[src/rtl/pc_pkg.sv]
// Shared definitions for the program counter sequencer: operation encodings and widths.
package pc_pkg;

    localparam int unsigned OP_W = 3;

    localparam logic [OP_W-1:0] OP_HOLD   = 3'b000;
    localparam logic [OP_W-1:0] OP_INC    = 3'b001;
    localparam logic [OP_W-1:0] OP_JUMP   = 3'b010;
    localparam logic [OP_W-1:0] OP_BRANCH = 3'b011;
    localparam logic [OP_W-1:0] OP_CALL   = 3'b100;
    localparam logic [OP_W-1:0] OP_RET    = 3'b101;
    localparam logic [OP_W-1:0] OP_ERET   = 3'b110;
    localparam logic [OP_W-1:0] OP_RSVD   = 3'b111;

endpackage

[src/rtl/pc_return_stack.sv]
// Circular hardware return-address stack; a push when full overwrites the oldest entry.
module pc_return_stack #(
    parameter int unsigned WIDTH     = 32,
    parameter int unsigned RAS_DEPTH = 8
) (
    input  logic             clk,
    input  logic             rst,
    input  logic             push,
    input  logic             pop,
    input  logic [WIDTH-1:0] push_data,
    output logic [WIDTH-1:0] pop_data,
    output logic             empty,
    output logic             full,
    output logic             overflow,
    output logic             underflow
);

    localparam int unsigned PTR_W = $clog2(RAS_DEPTH);
    localparam int unsigned CNT_W = $clog2(RAS_DEPTH + 1);

    logic [WIDTH-1:0] mem_q [RAS_DEPTH];
    logic [PTR_W-1:0] ptr_q;
    logic [CNT_W-1:0] count_q;
    logic [PTR_W-1:0] top_idx;

    // ptr_q is the next free slot, so the top entry sits one below it.
    assign top_idx   = ptr_q - PTR_W'(1);
    assign pop_data  = mem_q[top_idx];
    assign empty     = (count_q == '0);
    assign full      = (count_q == CNT_W'(RAS_DEPTH));
    assign overflow  = push & full;
    assign underflow = pop & ~push & empty;

    always_ff @(posedge clk) begin
        if (rst) begin
            ptr_q   <= '0;
            count_q <= '0;
        end else if (push) begin
            mem_q[ptr_q] <= push_data;
            ptr_q        <= ptr_q + PTR_W'(1);
            if (!full) begin
                count_q <= count_q + CNT_W'(1);
            end
        end else if (pop && !empty) begin
            ptr_q   <= top_idx;
            count_q <= count_q - CNT_W'(1);
        end
    end

endmodule

[src/rtl/pc_sequencer.sv]
// Program counter with return-address stack, stall and single-level trap entry/exit.
module pc_sequencer
    import pc_pkg::*;
#(
    parameter int unsigned     WIDTH       = 32,
    parameter logic [WIDTH-1:0] RESET_VALUE = 32'h0000_8000,
    parameter int unsigned     STEP        = 1,
    parameter int unsigned     RAS_DEPTH   = 8,
    parameter logic [WIDTH-1:0] TRAP_VECTOR = 32'h0000_0004
) (
    input  logic             clk,
    input  logic             rst,
    input  logic             stall,
    input  logic [OP_W-1:0]  op,
    input  logic [WIDTH-1:0] in,
    input  logic             trap,
    output logic [WIDTH-1:0] out,
    output logic [WIDTH-1:0] epc,
    output logic             in_trap,
    output logic             ras_empty,
    output logic             ras_full,
    output logic             ras_err
);

    localparam logic [WIDTH-1:0] STEP_W = WIDTH'(STEP);

    logic [WIDTH-1:0] out_q, out_d;
    logic [WIDTH-1:0] epc_q, epc_d;
    logic             in_trap_q, in_trap_d;
    logic             ras_err_q;
    logic             accept_trap, do_op;
    logic             push, pop;
    logic [WIDTH-1:0] pop_data;
    logic             overflow, underflow;
    logic [WIDTH-1:0] seq_pc;

    assign accept_trap = trap & ~in_trap_q;
    assign do_op       = ~accept_trap & ~stall;
    assign push        = do_op & (op == OP_CALL);
    assign pop         = do_op & (op == OP_RET);
    assign seq_pc      = out_q + STEP_W;

    pc_return_stack #(
        .WIDTH     (WIDTH),
        .RAS_DEPTH (RAS_DEPTH)
    ) u_ras (
        .clk       (clk),
        .rst       (rst),
        .push      (push),
        .pop       (pop),
        .push_data (seq_pc),
        .pop_data  (pop_data),
        .empty     (ras_empty),
        .full      (ras_full),
        .overflow  (overflow),
        .underflow (underflow)
    );

    always_comb begin
        out_d     = out_q;
        epc_d     = epc_q;
        in_trap_d = in_trap_q;
        if (accept_trap) begin
            epc_d     = out_q;
            out_d     = TRAP_VECTOR;
            in_trap_d = 1'b1;
        end else if (!stall) begin
            case (op)
                OP_HOLD:   out_d = out_q;
                OP_INC:    out_d = seq_pc;
                OP_JUMP:   out_d = in;
                OP_BRANCH: out_d = out_q + in;
                OP_CALL:   out_d = in;
                // An empty stack falls through to the next instruction.
                OP_RET:    out_d = ras_empty ? seq_pc : pop_data;
                OP_ERET: begin
                    if (in_trap_q) begin
                        out_d     = epc_q;
                        in_trap_d = 1'b0;
                    end else begin
                        out_d = seq_pc;
                    end
                end
                default:   out_d = out_q;
            endcase
        end
    end

    always_ff @(posedge clk) begin
        if (rst) begin
            out_q     <= RESET_VALUE;
            epc_q     <= '0;
            in_trap_q <= 1'b0;
            ras_err_q <= 1'b0;
        end else begin
            out_q     <= out_d;
            epc_q     <= epc_d;
            in_trap_q <= in_trap_d;
            ras_err_q <= ras_err_q | overflow | underflow;
        end
    end

    assign out     = out_q;
    assign epc     = epc_q;
    assign in_trap = in_trap_q;
    assign ras_err = ras_err_q;

endmodule
[config.mk]
export PLATFORM = sky130hd
export DESIGN_NAME = pc_sequencer
export DESIGN_NICKNAME = d
export VERILOG_FILES = /design/src/rtl/pc_pkg.sv /design/src/rtl/pc_return_stack.sv /design/src/rtl/pc_sequencer.sv
export SDC_FILE = /design/constraint.sdc
export NUM_CORES = 1
export LEC_CHECK = 0
export BUFFER_PORTS_ARGS = -buffer_cell sky130_fd_sc_hd__buf_2
export CORE_AREA = 2 2 202 184
export DETAILED_ROUTE_END_ITERATION = 6
export DIE_AREA = 0 0 204 186
export HOLD_SLACK_MARGIN = 0.05
export PLACE_DENSITY = 0.72
export REMOVE_ABC_BUFFERS = 1
export SYNTH_ARGS = -nofsm -noshare
export SYNTH_HDL_FRONTEND = slang
export SYNTH_SLANG_ARGS = --single-unit
[constraint.sdc]
create_clock -name clk -period 7 [get_ports clk]
set_clock_uncertainty 0.1 [all_clocks]
set_input_delay 0.35 -clock clk [delete_from_list [all_inputs] [get_ports clk]]
set_output_delay 0.35 -clock clk [all_outputs]
set_load 0.005 [all_outputs]
# After elaboration in Yosys (flattened, before gate mapping)
# Memory sizes are Yosys's and may differ from the RTL's.
# Index checks and enable logic that the tools add are counted.
dict set report totals {
  latchBits 0
  input_bits 39
  regBits 73
  out_inout_bits 68
  romBits 0
  wordCells 65
  ram_bits 256
  mem_count 1
}
# memory words width read_ports rd_ports_with_merged_regs write_ports line
set memory_table {}
lappend memory_table {u_ras.mem_q 8 32 1 0 1 pc_return_stack.sv:21} ;# logic [WIDTH-1:0] mem_q [RAS_DEPTH];
dict set report op_classes {
  order_cmp 0
  shifts 0
  div_mod_pow 0
  eq_ne 9
  add_sub_neg 6
  reduce_logical 13
  n_mux 16
  multipliers 0
  bitwise 13
}
# op n
set ops {}
lappend ops {{$pmux 32 s5} 1}
lappend ops {{$mux 32} 2}
lappend ops {{$add 32x1->32 const B} 1}
lappend ops {{$add 32x32->32} 1}
lappend ops {{$mux 16} 2}
lappend ops {{$mux 4} 3}
lappend ops {{$eq 3x3->1 const B} 3}
lappend ops {{$reduce_and 2->1} 4}
lappend ops {{$and 1x1->1} 7}
lappend ops {{$eq 3x2->1 const B} 2}
lappend ops {{$mux 1} 6}
lappend ops {{$mux 3} 2}
lappend ops {{$reduce_bool 6->1} 1}
lappend ops {{$reduce_bool 5->1} 1}
lappend ops {{$add 4x1->4 const B} 1}
lappend ops {{$eq 4x4->1 const B} 1}
lappend ops {{$logic_not 4->1} 1}
lappend ops {{$not 1->1} 4}
lappend ops {{$reduce_bool 2->1} 2}
lappend ops {{$reduce_or 2->1} 2}
lappend ops {{$sub 4x1->4 const B} 1}
lappend ops {{$add 3x1->3 const B} 1}
lappend ops {{$eq 3x1->1 const B} 1}
lappend ops {{$sub 3x1->3 const B} 1}
lappend ops {{other kinds (5)} 6}

# Depth between registers and ports, before layout
# Gate-level depths: netlist (run 1).
dict set report depth {
  ltp_word 9
  ltp_mapped 15
  depth_no_buf 10
}

# Cells and area by module
# A second synthesis (run 1) with hierarchy kept.
dict set report unflattened {
  cells_unflattened 1348
  hier_area_um2 16528.4
}
# module area_per_inst_um2 seq_area_each_um2 cells_per_inst instances
set by_module_without_submodules {}
lappend by_module_without_submodules {pc_return_stack 10207.3 7827.5 443 1}
lappend by_module_without_submodules {pc_sequencer 6321.1 1321.3 905 1}

# Least setup slack after synthesis (run 1)
# Ideal clock, no wire load.
dict set report synth_path {
  path_kind {register to register}
  start {register u_ras.ptr_q[0]}
  end {memory u_ras.mem_q[1][0], enable pin}
  slack_ns 2.509
  period_less_slack_ns 4.491
  setup_time_ns 0.461
  required_time_ns 6.439
  path_buffers 3
  stages_incl_launch_ff 7
  t_arrival_ns 3.930
  cell_sequence {dfxtp_1 buf_4 buf_2 buf_2 inv_1 or3_1 nor3_1}
}
# item line
set synth_rtl {}
lappend synth_rtl {{start: declaration} pc_return_stack.sv:22} ;# logic [PTR_W-1:0] ptr_q;
lappend synth_rtl {{start signal: assignment} pc_return_stack.sv:40} ;# ptr_q <= ptr_q + PTR_W'(1);
lappend synth_rtl {{start signal: assignment} pc_return_stack.sv:45} ;# ptr_q <= top_idx;
lappend synth_rtl {{end: declaration} pc_return_stack.sv:21}
# No word-level cell before the write port.

# Worst setup path after layout (run 1)
dict set report layout_path {
  start {register in_trap_q, in the netlist in_trap}
  end {register out_q[30], in the netlist out[30]}
}
dict set report layout_via {
  elab_chain_len 3
  elab_cells_between_ends 5
  classes_between {mux (2); bitwise (2); reduce/logical (1)}
}
# item line
set layout_rtl {}
lappend layout_rtl {{start: declaration} pc_sequencer.sv:29} ;# logic in_trap_q, in_trap_d;
lappend layout_rtl {{start signal: assignment} pc_sequencer.sv:98} ;# in_trap_q <= in_trap_d;
lappend layout_rtl {{parallel branches: the longest is 3 deep, another holds $mux 32} --}
lappend layout_rtl {{end signal: assignment} pc_sequencer.sv:96} ;# out_q <= out_d;
lappend layout_rtl {{end: declaration} pc_sequencer.sv:27} ;# logic [WIDTH-1:0] out_q, out_d;
# Parallel ways; which one is timed is not known.
# A chain may end at the register's enable or synchronous reset.

==> results.cfg, run 1 <==
[die]
core_area_um2 = 35800
die_area_um2 = 37900
initial_utilization_pct = 44.5
die_y_um = 186
pin_count = 107
die_w_um = 204
row_count = 66

[cells_and_area]
drive_above_1_share_pct = 20.4
fin_util_pct = 50.7
regArea_um2 = 9150
multi_input_area_um2 = 6500
n_antenna_cell = 0
syn2layout_area_growth_pct = 14.0
fillers = 3081
num-nets-final = 1435

[clocking]
post-cts-setup-buffers = 0
postCtsHoldBufs = 0
clockRootBuffer = clkbuf_16
clk_pin_slew_ps = 60
cts.sinks = 329
numCtsBuffers = 36
clk-insertion-delay-late_ps = 540
htreeDepth = 2
cts_buffer_depth = 3
cts_resized = 0
cts_tree = built

[synthesis]
async_flop_share_pct = 0
synth-main-ff-cell = edfxtp_1
yosysWarnings = 0
ys_ff_latch = 329
syn_area_per_cell_um2 = 12.6
synth.distinct_cells = 75
syn_area_um2 = 15900
syn-instance-count = 1269
seq_area_frac_synth_pct = 57.4
synth_edf_count = 256

[power_and_ir_drop]
p_per_area_nw_per_um2 = 247
leakage_nw = 6.48
internal-power_mw = 3.38
vdd_ir_drop_max_uv = 140
combPwrFrac_pct = 10.0
swShare_pct = 24.6
netSwitchingPower_mw = 1.10
seq_power_share_pct = 48.2
clockPowerShare_pct = 41.8

[worst_setup_path]
cp.arrival_ps = 4300
worst_setup_path_end_kind = flop
crit_path_start = in_trap
critPathBufInv = 0
reg2reg_slack_ps = 3050
crit_end = out[30]
criticalPathCategory = reg -> reg
cp_data_required_time_ps = 7350
crit_path_max_incr_delay_ps = 850
cpLargestDelayFamily = simple AND/OR/NAND/NOR gates
path_cells = nand2b_2 -> nand2b_1 -> nor2_1 -> nand2_1 -> o311a_1 -> o211ai_1
critical_path_depth = 6
cp_max_fo = 37
worst_path_max_delay_cell = nand2b_2
startpoint_type = flop
worstReg2RegStart = in_trap
reg2regPathDepth = 6
reg2reg_to = out[30]

[route]
dr.pass1.iters = 5
drt_iter0_drc = 1504
viasPerCell = 6.31
drtAntennaViolNets = 0
via_count = 11700
wl_per_cell_um = 25.2
routed_wl_mm = 46.9
drc_errors = 0

[flow_run]
cap_violations = 0

[place]
hpwlAfterDp_mm = 30.7
globalplace.congestion = 0.941
portBuffers = 106

[run_status]
status = finished, final reports clean

[worst_hold_path]
hold_path_depth = 3
min_path_type = in -> reg

[timing]
fmax_mhz = 253
hold_violations = 0
drv_slew = 0
worstMarginPinSlew_ps = 1260
min_period_ps = 3950
finalSetupViolations = 0
period_share_pct = 56.5
rsz0062_at_grt = no
relSlewSlack_pct = 15.5
holdWs_ps = 74.3

[global_route]
antenna_found_initial = 0
grt_util_all_layers_pct = 25.0
gr-total-overflow = 0
grt_start_max_net_pins = 51
grt_pass1_vias = 11400
grt_pass1_wl_mm = 70.6
==> flip-flops by register name, indices dropped and copies added, names as in the netlist <==
name / count
out: 32
ras_err: 1
u_ras.mem_q: 256
u_ras.count_q: 4
u_ras.ptr_q: 3
in_trap: 1
epc: 32
==> cell usage after synthesis, drive strengths merged (7+ instances only) <==
cell      n  share of area, %
xor2     26               1.4
a21o     15              0.71
buf      24              0.76
or2       7              0.29
o22ai     9              0.35
nand2b    8              0.31
o21ai    65               2.1
a22oi     9              0.42
nand3    20              0.66
nor2     67               1.6
mux4     64               9.0
o21a      7              0.33
a21oi   106               3.4
dfxtp    73               9.2
edfxtp  256                48
nand4    16              0.67
a221o    10              0.63
ha       36               2.8
nor3     27              0.91
o31ai     9              0.42
inv      19              0.45
clkbuf   54               1.3
a211oi   11              0.52
nand2   142               3.3
mux2i    26               1.6
a221oi   28               1.5
or3       7              0.27
and3      9              0.35
xnor2    35               2.0
a31oi     8              0.31
o211ai   13              0.64
==> cell families (layout without fill, tap and decap cells) <==
logic type,after synthesis,after routing,share of synthesized area (%)
flip-flops,329,329,57.4
XOR/XNOR,61,61,3.44
adder cells (fa/ha/maj),38,38,3.08
buffers and inverters,97,214,2.48
AO/OA/AOI/OAI,326,326,13.3
multiplexers,92,92,10.8
AND/OR/NAND/NOR,326,326,9.55
==> power groups by stage <==
stage          Sequential (mW)  Clock [mW]  Combinational [mW]
6_report                  2.16        1.88               0.450
5_1_grt                   2.16        1.97               0.486
4_1_cts                   2.16        1.90               0.441
3_5_place_dp              2.20           0               0.439
3_3_place_gp              2.20           0               0.431
2_1_floorplan             2.19           0               0.279
==> layout by cell type, fill, tap and decap left out, types with 22 or more instances in the layout <==
| master | Yosys | routed |
|---|---|---|
| a21oi_1 | 105 | 105 |
| a221oi_1 | 28 | 28 |
| buf_2 | 19 | 106 |
| buf_4 | 2 | 23 |
| clkbuf_16 | 0 | 36 |
| dfxtp_1 | 73 | 72 |
| edfxtp_1 | 256 | 256 |
| ha_1 | 36 | 36 |
| mux2i_1 | 26 | 26 |
| mux4_2 | 64 | 64 |
| nand2_1 | 142 | 142 |
| nor2_1 | 65 | 57 |
| nor3_1 | 25 | 22 |
| o21ai_0 | 63 | 63 |
| xnor2_1 | 33 | 33 |
| xor2_1 | 26 | 25 |
==> layout make-up <==
cell class | count | area share [%]
Sequential cell | 329 | 50.3
Multi-Input combinational cell | 843 | 35.7
Clock buffer | 50 | 5.35
Timing Repair Buffer | 129 | 3.87
Tap cell | 476 | 3.27
Clock inverter | 16 | 1.07
Inverter | 19 | 0.392
==> worst min-delay path by stage <==
stage / startpoint / to / slack (ps)
6_report: in[6] / out[6] / 70
3_5_place_dp: epc[8] / epc[8] / 370
4_1_cts: in[6] / out[6] / 60
5_1_grt: in[6] / out[6] / 90
2_1_floorplan: rst / epc[0] / 320
3_3_place_gp: epc[8] / epc[8] / 370
==> worst reg2reg max path, delay by kind of cell, from the launching register on <==
kind / cells / cell delay (ps)
flip-flops: 1 / 590
AO/OA/AOI/OAI: 2 / 510
AND/OR/NAND/NOR: 4 / 2660
==> layer usage <==
metal / GRT usage (%) / wire length (µm) / share of wire [%] / up-vias
met3: 3.48 / 4740 / 10 / 118
met5: 0 / 0 / 0 / -
met2: 39.1 / 21500 / 46 / 668
met4: 9.19 / 1630 / 3.5 / 0
li1: - / - / - / 5095
met1: 35.8 / 19100 / 41 / 5867
==> per-stage QoR <==
step	TNS, ps	setup slack (ps)	instance area, µm²	power (mW)	cells
after detailed placement	0	3190	17000	2.64	1796
after global routing	0	2880	18200	4.62	1862
after CTS	0	3130	18200	4.50	1862
after global placement	0	3260	17000	2.63	1796
final	0	3050	18200	4.49	1862
after floorplan	-14200	-715	15600	2.47	1191
Power figures use the tool's default switching activity.
==> run 2: changes to the inputs <==
--- a/config.mk
+++ b/config.mk
@@ -10,7 +10,7 @@
 export DETAILED_ROUTE_END_ITERATION = 6
 export DIE_AREA = 0 0 204 186
 export HOLD_SLACK_MARGIN = 0.05
-export PLACE_DENSITY = 0.72
+export PLACE_DENSITY = 0.74
 export REMOVE_ABC_BUFFERS = 1
 export SYNTH_ARGS = -nofsm -noshare
 export SYNTH_HDL_FRONTEND = slang
==> constraint.sdc (replaced) <==
create_clock -name clk -period 3.55 [get_ports clk]
set_clock_uncertainty 0.1 [all_clocks]
set_input_delay 0.1775 -clock clk [delete_from_list [all_inputs] [get_ports clk]]
set_output_delay 0.1775 -clock clk [all_outputs]
set_load 0.005 [all_outputs]
==> results.cfg, run 2 (synthesis gave the netlist of run 1 again) <==
[cells_and_area]
fillers = 3061
final_cell_mix = edfxtp_1 (256), nand2_1 (142), buf_2 (106)
syn2layout_area_growth_pct = 16.3
layout_commonest_cell = edfxtp_1
final_cells = 1902
drive_above_1_share_pct = 22.2
n_antenna_cell = 0
largest_reg_flops = 256
top_register = u_ras.mem_q
regArea_um2 = 9150
multi_input_area_um2 = 6510
num-nets-final = 1477

[worst_setup_path]
cp.arrival_ps = 3710
criticalPathCategory = reg -> reg
worst_path_max_delay_cell = or4_1
cp_max_fo = 9
crit_path_max_incr_delay_ps = 660
cp_data_required_time_ps = 3930
startpoint_type = flop
worst_setup_path_end_kind = flop
path_cells = ha_1 -> nand3_1 -> or4_1 -> nor3_1 -> xor2_1 -> a21boi_0 -> a211oi_1 -> nor2_1

[global_route]
grt_start_max_net_pins = 67
grt_util_all_layers_pct = 24.7
antenna_found_initial = 0
gr-total-overflow = 0
grt_pass1_vias = 11100
grt_pass1_wl_mm = 69.6

[clocking]
cts_tree = built
numCtsBuffers = 36
clk_pin_slew_ps = 70
cts_buffer_depth = 3
htreeDepth = 2
clockRootBuffer = clkbuf_16
cts.sinks = 329
clk-insertion-delay-late_ps = 540

[timing]
rsz0062_at_grt = no
holdWs_ps = 66.3
min_period_ps = 3330
drv_slew = 0
relSlewSlack_pct = 38.1
setup_ws_ps = 215
worstMarginPinSlew_ps = 926
hold_violations = 0
period_share_pct = 93.9
finalSetupViolations = 0
fmax_mhz = 300

[power_and_ir_drop]
vdd_ir_drop_max_uv = 407
leakage_nw = 6.71
p_per_area_nw_per_um2 = 476
finalPower_mw = 8.84

[place]
hpwlAfterDp_mm = 31.0
globalplace.congestion = 0.971
placedCellCount = 1827
portBuffers = 106
place_ws_ps = 204

[die]
core_area_um2 = 35800
die_area_um2 = 37900
initial_utilization_pct = 44.5
row_count = 66
die_w_um = 204
die_y_um = 186
pin_count = 107

[route]
drtAntennaViolNets = 0
dr.pass1.iters = 7
viasPerCell = 6.20
via_count = 11800
drt_iter0_drc = 1372
routed_wl_mm = 46.9
drc_errors = 0
wl_per_cell_um = 24.7

[worst_hold_path]
min_path_type = in -> reg

[run_status]
status = finished, final reports clean

[flow_run]
cap_violations = 0
==> run 2: cell count changes in the layout (fill, tap and decap cells not counted), sizes merged <==
cell	change
clkinvlp	-1
inv	-1
buf	+31
clkbuf	-3
clkinv	+3
dlygate4sd3	+11
==> run 2: metal layers <==
layer,up-vias,wire (µm),track usage [%]
met5,-,0,0
met4,0,1250,7.51
met1,5809,19800,36.1
li1,5194,-,-
met3,93,5190,4.85
met2,701,20700,37.4
==> run 2: repair_timing <==
| action | in CTS | in global routing |
|---|---|---|
| resized for setup | 0 | 3 |
| hold endpoints to repair | 20 | 0 |
| hold buffers | 11 | 0 |
| endpoints found under the setup margin | 0 | 2 |
| setup buffers | 0 | 0 |
==> run 2: through the flow <==
| step | setup TNS [ps] | utilization, % | instance area (µm²) |
|---|---|---|---|
| 2_1_floorplan | -505730 | - | 15600 |
| 3_3_place_gp | 0 | 48.2 | 17300 |
| 3_5_place_dp | 0 | 48.2 | 17300 |
| 4_1_cts | 0 | 51.7 | 18500 |
| 5_1_grt | 0 | 51.8 | 18600 |
| 6_report | 0 | 51.8 | 18600 |
==> run 2: worst paths after layout <==
check	startpoint	end	slack, ps	cells after the start
max	out[1]	out[16]	220	8
min	in[27]	out[27]	70	5
max reg2reg	out[1]	out[16]	220	8
min reg2reg	epc[8]	epc[8]	390	2
==> run 2: report_power, final <==
group	internal, mW	total, mW	switching, mW
clock network	2.14	3.66	1.52
registers	4.18	4.25	0.0668
logic	0.349	0.929	0.580
total	6.68	8.84	2.17
==> run 2: worst max-delay path: cells and delay by family (launching register included) <==
kind	cells	cell delay, ps
simple gates	4	1350
xor+xnor	1	590
flops	1	520
fa+ha+maj	1	320
compound gates	2	400
==> run 2: cell type report <==
| class | count | area share (%) |
|---|---|---|
| clock buffer | 47 | 5.19 |
| clock inverter | 17 | 0.937 |
| timing repair buffer | 171 | 5.84 |
| multi-input combinational | 843 | 35.1 |
| inverter | 19 | 0.384 |
| tap | 476 | 3.21 |
| sequential | 329 | 49.3 |
==> run 3: changes to the inputs <==
--- a/config.mk
+++ b/config.mk
@@ -5,13 +5,16 @@
 export SDC_FILE = /design/constraint.sdc
 export NUM_CORES = 1
 export LEC_CHECK = 0
+export ABC_CLOCK_PERIOD_IN_PS = 3550
 export BUFFER_PORTS_ARGS = -buffer_cell sky130_fd_sc_hd__buf_2
-export CORE_AREA = 2 2 202 184
+export CORE_AREA = 2 2 206 187
 export DETAILED_ROUTE_END_ITERATION = 6
-export DIE_AREA = 0 0 204 186
+export DIE_AREA = 0 0 208 189
 export HOLD_SLACK_MARGIN = 0.05
 export PLACE_DENSITY = 0.74
 export REMOVE_ABC_BUFFERS = 1
+export SETUP_SLACK_MARGIN = 0.5
 export SYNTH_ARGS = -nofsm -noshare
 export SYNTH_HDL_FRONTEND = slang
+export SYNTH_HIERARCHICAL = 1
 export SYNTH_SLANG_ARGS = --single-unit
==> results.cfg, run 3 <==
[run_status]
status = finished, final reports clean

[die]
row_count = 67
die_area_um2 = 39300
core_area_um2 = 37100
pin_count = 107
die_y_um = 189
die_w_um = 208
initial_utilization_pct = 44.6

[worst_setup_path]
crit_path_start = out[3]
cp_data_required_time_ps = 3860
cp.arrival_ps = 3280
reg2regPathDepth = 8
worst_setup_path_end_kind = flop
reg2reg_to = out[27]
cp_max_fo = 9
crit_end = out[27]
reg2reg_slack_ps = 580
worstReg2RegStart = out[3]
startpoint_type = flop
criticalPathCategory = reg -> reg

[timing]
period_share_pct = 83.6
holdWs_ps = 73.8
min_period_ps = 2970
worstMarginPinSlew_ps = 1440
hold_violations = 0
drv_slew = 0
rsz0062_at_grt = yes
fmax_mhz = 337
finalSetupViolations = 0
relSlewSlack_pct = 3.84

[synthesis]
synth_top_area_share_pct = 46.5
ys_ff_latch = 329
synth.distinct_cells = 80
syn-instance-count = 1348
ys_top_cells_by_count = edfxtp_1 (256), nand2_1 (152), a21oi_1 (120), dfxtp_1 (73), o21ai_0 (69)
async_flop_share_pct = 0
syn_area_per_cell_um2 = 12.3
yosysMostFrequentCell = edfxtp_1
yosysTopAreaCell = edfxtp_1
yosysWarnings = 6
synth_edf_count = 256
ys_top_cells_by_area = edfxtp_1 (47%), dfxtp_1 (8.8%), mux4_2 (8.3%)
syn_area_um2 = 16500
seq_area_frac_synth_pct = 55.4
synth-main-ff-cell = edfxtp_1

[worst_hold_path]
min_path_type = in -> reg

[route]
routed_wl_mm = 51.4
drtAntennaViolNets = 0
via_count = 12800
viasPerCell = 6.38
drc_errors = 0
wl_per_cell_um = 25.5
dr.pass1.iters = 7
drt_iter0_drc = 1505

[cells_and_area]
top_register = u_ras/mem_q
drive_above_1_share_pct = 25.4
fin_util_pct = 52.9
layout_commonest_cell = edfxtp_1
fillers = 3160
regArea_um2 = 9160
multi_input_area_um2 = 7200
largest_reg_flops = 256
final_cell_mix = edfxtp_1 (256), nand2_1 (152), a21oi_1 (116)
finish.instance_area_um2 = 19600
syn2layout_area_growth_pct = 18.7
num-nets-final = 1580
final_cells = 2013

[power_and_ir_drop]
finalPower_mw = 9.11
p_per_area_nw_per_um2 = 465
leakage_nw = 7.07
vdd_ir_drop_max_uv = 372

[global_route]
antenna_found_initial = 1
gr-total-overflow = 0
grt_start_max_net_pins = 70
grt_pass1_wl_mm = 76.6
grt_pass1_vias = 12500
grt_util_all_layers_pct = 25.8

[clocking]
htreeDepth = 2
cts_tree = built
numCtsBuffers = 35
clockRootBuffer = clkbuf_16
clk_pin_slew_ps = 70
clk-insertion-delay-late_ps = 520
cts_buffer_depth = 3
cts.sinks = 329

[place]
placedCellCount = 1930
globalplace.congestion = 1.02
placement.cell_area_um2 = 18000
portBuffers = 106
hpwlAfterDp_mm = 34.6

[flow_run]
cap_violations = 0
-- run 3: cell types whose count changed in the layout (fill, tap and decap cells not counted), sizes merged, moves of 10 or more --
cell / change
a221oi: -15
mux2i: -18
o21ai: +10
nand3: +12
buf: +20
a22oi: +10
mux2: +34
a31oi: +10
nand2: +10
a21oi: +16
-- run 3: cells by family (layout without fill, tap and decap cells) --
logic type                 count (synthesis)  after routing  synth area share, %
and+or+nand+nor                          354            354                 9.97
AOI/OAI and AO/OA                        356            356                 13.9
muxes                                    108            108                 12.0
DFF                                      329            329                 55.4
adders and majority gates                 38             38                 2.97
xor gates and xnor gates                  58             58                 3.12
other                                      0              1                    0
buffers and inverters                    105            286                 2.78
-- run 3: what timing repair did --
item	4_1_cts	5_1_grt
endpoints found under the hold margin	18	0
resized for setup	9	24
setup buffers	0	1
hold buffers	18	0
setup endpoints to repair	14	57
pin swaps	0	4
-- run 3: metal layers --
layer / global-route usage [%] / share of wire (%) / wire [µm]
met2: 39.6 / 45 / 23000
met3: 7.05 / 12 / 6120
met4: 9.41 / 3.7 / 1880
met1: 35.2 / 40 / 20400
met5: 0 / 0 / 0
-- run 3: per-stage QoR --
stage / setup TNS [ps] / worst slack [ps]
after floorplan: -476940 / -3200
after global placement: 0 / 415
after detailed placement: 0 / 311
after CTS: 0 / 452
after global routing: 0 / 484
final: 0 / 581
-- run 3: report_power, final --
| part | switching [mW] | total (mW) | internal, mW |
|---|---|---|---|
| combinational | 0.634 | 1.02 | 0.384 |
| sequential | 0.0663 | 4.26 | 4.19 |
| clock | 1.47 | 3.84 | 2.37 |
-- run 3: critical path, stage by stage, from the launching register on --
cell and delay (ps):
dfxtp_1 530, nand4_1 220, or4_4 610, nor3_4 470, nand4_1 300, mux2i_1 190, a21oi_1 180, o21ai_1 80
o211a_1 160
-- run 3: area by class of cell --
type                       count  share of cell area, %
sequential                   329                   46.7
multi-input combinational    914                   36.7
timing repair buffer         198                   6.90
clock buffer                  48                   4.98
tap                          483                   3.08
clock inverter                15                   1.17
inverter                      25                  0.478
antenna                        1                 0.0128
-- run 3: worst min-delay path by stage --
stage	from	endpoint	slack [ps]	depth (start not counted)
floorplan	rst	epc[0]	150	1
global placement	epc[3]	epc[3]	360	2
detailed placement	epc[9]	epc[9]	370	2
CTS	op[0]	out[1]	60	3
global route	op[0]	out[1]	90	3
finish	in[15]	out[15]	70	4
